===== src/rtl/register_file_param.sv =====
// Purpose : parametrised 2R/1W register file (R0 = 0) with a per-register busy scoreboard.
// Latency : reads 0 cycles; writes and busy changes visible the cycle after the edge
//           (with REGFILE_BYPASS_EN, write data is forwarded to the read ports in the write cycle).
// Backpressure: none; writes and reserves are single-cycle strobes that are always accepted.
module register_file_param #(
    parameter int DATA_WIDTH = 16,
    parameter int ADDR_WIDTH = 4
) (
    input  logic                  clk,
    input  logic                  rst,
    input  logic [ADDR_WIDTH-1:0] ReadRegister1,
    input  logic [ADDR_WIDTH-1:0] ReadRegister2,
    input  logic [ADDR_WIDTH-1:0] WriteRegister,
    input  logic [DATA_WIDTH-1:0] WriteData,
    input  logic                  RegWrite,
    input  logic                  ReserveEn,
    input  logic [ADDR_WIDTH-1:0] ReserveRegister,
    output logic [DATA_WIDTH-1:0] ReadData1,
    output logic [DATA_WIDTH-1:0] ReadData2,
    output logic                  ReadBusy1,
    output logic                  ReadBusy2,
    output logic                  AnyBusy
);

    localparam int DEPTH = 1 << ADDR_WIDTH;

    logic [DATA_WIDTH-1:0] regs [DEPTH];
    logic [DEPTH-1:0]      busy;
    logic [DEPTH-1:0]      busyNext;
    logic [DEPTH-1:0]      writeDec;
    logic [DEPTH-1:0]      reserveDec;
    logic                  writeHit;
    logic                  reserveHit;
    logic [DATA_WIDTH-1:0] storedData1;
    logic [DATA_WIDTH-1:0] storedData2;

    // Index 0 is the hardwired zero register: strobes aimed at it are dropped here.
    assign writeHit   = RegWrite  && (WriteRegister   != '0);
    assign reserveHit = ReserveEn && (ReserveRegister != '0);

    // One-hot decode of the write and reserve targets.
    always_comb begin
        writeDec   = '0;
        reserveDec = '0;
        if (writeHit) begin
            writeDec[WriteRegister] = 1'b1;
        end
        if (reserveHit) begin
            reserveDec[ReserveRegister] = 1'b1;
        end
    end

    // A write retires the producer; a reserve on the same edge re-arms it, so reserve wins.
    always_comb begin
        busyNext = (busy & ~writeDec) | reserveDec;
    end

    // Register storage; R0 is cleared at reset and never written afterwards.
    always_ff @(posedge clk or posedge rst) begin
        if (rst) begin
            for (int i = 0; i < DEPTH; i++) begin
                regs[i] <= '0;
            end
        end else if (writeHit) begin
            regs[WriteRegister] <= WriteData;
        end
    end

    // Busy scoreboard; reset discards every outstanding reservation.
    always_ff @(posedge clk or posedge rst) begin
        if (rst) begin
            busy <= '0;
        end else begin
            busy <= busyNext;
        end
    end

    // Stored read values, with optional same-cycle forwarding of the write port.
    always_comb begin
        storedData1 = regs[ReadRegister1];
        storedData2 = regs[ReadRegister2];
`ifdef REGFILE_BYPASS_EN
        if (writeHit && (WriteRegister == ReadRegister1)) begin
            storedData1 = WriteData;
        end
        if (writeHit && (WriteRegister == ReadRegister2)) begin
            storedData2 = WriteData;
        end
`endif
    end

    // Output stage: R0 reads as zero, and reset forces every output low (also masks the bypass).
    always_comb begin
        ReadData1 = storedData1;
        ReadData2 = storedData2;
        ReadBusy1 = busy[ReadRegister1];
        ReadBusy2 = busy[ReadRegister2];
        AnyBusy   = |busy;
        if (ReadRegister1 == '0) begin
            ReadData1 = '0;
            ReadBusy1 = 1'b0;
        end
        if (ReadRegister2 == '0) begin
            ReadData2 = '0;
            ReadBusy2 = 1'b0;
        end
        if (rst) begin
            ReadData1 = '0;
            ReadData2 = '0;
            ReadBusy1 = 1'b0;
            ReadBusy2 = 1'b0;
            AnyBusy   = 1'b0;
        end
    end

endmodule

===== config.mk =====
export PLATFORM = sky130hd
export DESIGN_NAME = register_file_param
export DESIGN_NICKNAME = d
export VERILOG_FILES = /design/src/rtl/register_file_param.sv
export SDC_FILE = /design/constraint.sdc
export NUM_CORES = 1
export LEC_CHECK = 0
export ABC_AREA = 1
export CORE_MARGIN = 2
export CORE_UTILIZATION = 30
export DETAILED_ROUTE_END_ITERATION = 16
export SKIP_LAST_GASP = 1
export SLEW_MARGIN = 20
export SYNTH_ARGS = -nofsm -noshare
export SYNTH_HDL_FRONTEND = slang
export SYNTH_SLANG_ARGS = --single-unit

===== constraint.sdc =====
create_clock -name clk -period 21.7 [get_ports clk]
set_input_delay 4.34 -clock clk [delete_from_list [all_inputs] [get_ports clk]]
set_output_delay 4.34 -clock clk [all_outputs]
set_load 0.03 [all_outputs]

# After elaboration in Yosys (flattened, before gate mapping)
# Index checks and enable logic that the tools add are counted.
[word_totals] ff_bits=272 latchBits=0 mem_bits_rw=0 rom_bits=0 input_bits=36 output_inout_bits=35 word_cells=71 n_memories=0
[classes] add_sub_neg=0 mul=0 div=0 n_lt_le_gt_ge=10 eq_ne=0 shifts=0 mux=28 bitwise=6 n_reduce_logical=10
[ops] cell="$bwmux W256" n=1
[ops] cell="$mux W16" n=11
[ops] cell="$bmux W16 S4" n=2
[ops] cell="$demux W16 S4" n=1
[ops] cell="$lt A4 B5 Y1 const B" n=4
[ops] cell="$and A16 B16 Y16" n=1
[ops] cell="$not A16 Y16" n=1
[ops] cell="$or A16 B16 Y16" n=1
[ops] cell="$reduce_or A16 Y1" n=1
[ops] cell="$ge A5 B5 Y1 const B" n=3
[ops] cell="$not A4 Y5" n=3
[ops] cell="$mux W1" n=9
[ops] cell="$bmux W1 S4" n=2
[ops] cell="$demux W1 S4" n=2
[ops] cell="$ge A4 B1 Y1 const B" n=2
[ops] cell="$logic_not A4 Y1" n=2
[ops] cell="$reduce_bool A4 Y1" n=2
[ops] cell="$logic_and A1 B1 Y1" n=5
[ops] cell="$lt A5 B1 Y1 const B" n=1

# Depth between registers and ports, before layout
[logic_depth] depth_word=8 mapped_depth=10 ltp_nobuf=8

# Worst setup path before layout
# Ideal clock, no wire load.
[synth_path] kind="input to output" from="input ReadRegister1[1]" to="output ReadBusy1" arrival_time_ns=5.569 t_required_ns=17.360 slack_ns=11.791 path_stages=8 n_path_buf=3 cell_sequence="buf_2 inv_1 buf_2 buf_2 o211ai_1 nand3_1 nand3_1 nor2_1"
[synth_via] elab_chain_cells=4 word_cells_on_any_way=5 classes_between="4 x mux; 1 x reduce/logical"
[synth_rtl] item="start, declared" line_no="11" rtl="input logic [ADDR_WIDTH-1:0] ReadRegister1,"
[synth_rtl] item="$bmux W1 S4" line_no="96" rtl="ReadBusy1 = busy[ReadRegister1];"
[synth_rtl] item="$mux W1 (implied by the code)" line_no="96"
[synth_rtl] item="$mux W1 (*)" line_no="99" rtl="if (ReadRegister1 == '0) begin"
[synth_rtl] item="$mux W1 (*)" line_no="107" rtl="if (rst) begin"
[synth_rtl] item="end, declared" line_no="20" rtl="output logic ReadBusy1,"
# Every way passes the cells marked *; elsewhere a longest branch is shown, timed or not. The select of a mux whose other input is x is not followed.

# Worst setup path in the final report
[layout_path] from="input ReadRegister1[1]" to="output ReadData1[12]"
[layout_via] elab_chain_cells=6 word_cells_on_any_way=7 classes_between="5 x mux; 1 x bitwise; 1 x reduce/logical"
[layout_rtl] item="$not A4 Y5 (implied by the code)" line_no="80" rtl="storedData1 = regs[ReadRegister1];"
[layout_rtl] item="$bmux W16 S4" line_no="80"
[layout_rtl] item="$mux W16 (implied by the code) (2 in a row)" line_no="80"
[layout_rtl] item="$mux W16 (*)" line_no="99"
[layout_rtl] item="$mux W16 (*)" line_no="107"
[layout_rtl] item="end, declared" line_no="18" rtl="output logic [DATA_WIDTH-1:0] ReadData1,"
# Marked as above.

==> impl_metrics.json <==
{
  "status": "finished, final reports clean",
  "clock-sinks": 272,
  "dr_total_vias": 15900,
  "r2r_setup_slack_ns": 20.95,
  "grt_usage_pct": 21.5,
  "irDropWorstVdd_mv": 0.0580,
  "fin_nets": 2351,
  "first_pass_iters": 6,
  "globalplace.congestion": 0.887,
  "post_drt_wl_per_cell_microns": 19.5,
  "die-area_sq_um": 54200,
  "io_buffers": 70,
  "stdcell_count": 3019,
  "die_h_microns": 233,
  "synthCells": 2365,
  "die_x_microns": 233,
  "syn_area_sq_um": 15700,
  "hpwl_mm": 35.9,
  "p_leak_nw": 8.47,
  "path_class": "input port to output port",
  "fin_skew_ns": 0,
  "area_growth_pct": 12.9,
  "antenna_found_initial": 3,
  "routed_wl_mm": 58.9,
  "ys_seq_elements": 272,
  "clockBufferDepth": 3,
  "via_per_inst": 5.25,
  "setup_viol": 0,
  "cts_tree": "yes",
  "min_to": "regs[250]$_DFFE_PP0P_",
  "syn-num-nets": 2401,
  "worstSkewPairLatency_ns": 0.57,
  "hp-class": "flip-flop to flip-flop",
  "hold_viol_final": 0,
  "grt_pass1_wl_mm": 89.8,
  "clk_pin_slew_ns": 0.06,
  "cts_hold_buf": 0,
  "holdPathStages": 0,
  "reg2reg_from": "regs[44]$_DFFE_PP0P_",
  "cts_root_buf": "clkbuf_16",
  "r2r-end": "regs[44]$_DFFE_PP0P_",
  "rows": 83,
  "layout-drive-gt1-share_pct": 5.04,
  "syn_area_per_cell_sq_um": 6.64,
  "htree_num_levels": 1,
  "ant_nets": 0,
  "ys_types": 23,
  "drc_errors": 0,
  "fin_crit_sh_pct": 57.7,
  "end_kind": "output port",
  "worstRegToRegCells": 2,
  "power.density_nw_per_um2": 89.5,
  "ios": 71,
  "setup-tns-final_ns": 0,
  "hp-start": "regs[250]$_DFFE_PP0P_",
  "numCtsBuffers": 30,
  "min_period_ns": 12.51,
  "max_freq_mhz": 79.9,
  "globalRouteOverflowTotal": 0,
  "rsz0062_at_grt": "no",
  "final_cell_mix": "nand2_1 (832), nand3_1 (371), dfrtp_1 (272)",
  "relSlewSlack_pct": 18.1,
  "cp_max_fo": 56,
  "ctsResizeCount": 0,
  "final_common_cell": "nand2_1",
  "grt_max_degree": 141,
  "post-cts-setup-buffers": 0,
  "crit_path_start_kind": "input port",
  "drv_cap": 0,
  "ys_warn_count": 0,
  "tightest_slew_ns": 1.22,
  "post-place-cells": 2963,
  "drv_slew": 0,
  "crit_arrival_ns": 8.17,
  "ys_seq_area_share_pct": 43.3,
  "crit_required_ns": 17.36,
  "drt_iter0_markers": 2074,
  "antenna_cells": 0,
  "initial_core_util_pct": 30.5,
  "grt_pass1_vias": 15200,
  "core_sq_um": 51500
}
==> worst max path at each step <==
stage / start / endpoint / cells past startpoint
2_1_floorplan: rst / busy[0]$_DFF_PP0_ / 1
3_3_place_gp: ReadRegister1[2] / ReadData1[12] / 8
3_5_place_dp: ReadRegister2[3] / ReadData2[7] / 6
4_1_cts: ReadRegister2[3] / ReadData2[7] / 6
5_1_grt: ReadRegister1[1] / ReadData1[2] / 8
6_report: ReadRegister1[1] / ReadData1[12] / 8
==> stage by stage <==
stage / total power, mW / util (%) / setup WS, ns / instance area, sq um / hold slack [ns]
final: 1.59 / 34.4 / 9.19 / 17700 / 0.375
after global routing: 1.68 / 34.4 / 9.22 / 17700 / 0.390
after CTS: 1.59 / 34.4 / 9.28 / 17700 / 0.379
after detailed placement: 1.05 / 32.4 / 9.30 / 16700 / 0.366
after global placement: 1.04 / 32.5 / 9.32 / 16700 / 0.365
after floorplan: 0.936 / - / 9.86 / 15700 / 0.429
==> flip-flops by register name, summed over array words and instances, names as in the netlist <==
name,cells
busy,16
regs,256
==> synth_stat cells <==
library cell  number  share of area [%]
dfrtp_1          272                 43
clkbuf_1          92                2.2
o21ai_1            9               0.29
o22ai_1           13               0.52
o32ai_1            1              0.056
buf_4              5               0.24
nand2_1          832                 20
buf_1             12               0.29
a21oi_4            2               0.21
inv_1            238                5.7
nand4_1            3               0.12
o211ai_1           4               0.19
buf_2             73                2.3
nor2_2             6               0.24
a21oi_1           67                2.1
nor3_1             1              0.032
nand3_1          371                 12
nor2_4             3               0.22
nor2_1           155                3.7
o21ai_0          200                6.4
or2_1              1              0.040
inv_2              4              0.096
or2_2              1              0.040
==> cells by family (layout without fill, tap and decap cells) <==
group           count (synthesis)  after routing  share of synthesized area, %
buf+inv                       424            398                          10.8
flops                         272            272                          43.3
simple gates                 1373           1373                          36.1
compound gates                296            296                          9.76
==> power breakdown <==
group	total, mW	leakage, nW	internal, mW	switching (mW)
combinational	0.391	4.66	0.125	0.267
sequential	0.662	3.29	0.616	0.0451
clock	0.534	0.512	0.311	0.223
==> worst max-delay path: stages <==
cell and delay (ns):
buf_2 0.34, buf_4 0.77, nor2_2 0.24, buf_4 0.35, a21oi_4 0.67, nand3_1 0.17
nor2_1 0.46, clkdlybuf4s50_1 0.78
==> per-layer routing <==
metal | vias up | global-route usage [%] | part of all wire, %
li1 | 7313 | - | -
met1 | 7508 | 29.7 | 43
met2 | 844 | 32.4 | 43
met3 | 184 | 5.38 | 11
met4 | 6 | 7.74 | 4.0
met5 | - | 0 | 0.066
==> area by class of cell <==
cell class | instances | area (sq um)
Tap cell | 680 | 851
Multi-Input combinational cell | 1669 | 7220
Sequential cell | 272 | 6810
Clock inverter | 13 | 121
Clock buffer | 43 | 901
Inverter | 242 | 920
Fill cell | 5532 | 33800
Timing Repair Buffer | 100 | 913
Note: power is estimated with default switching activity, not from simulation.
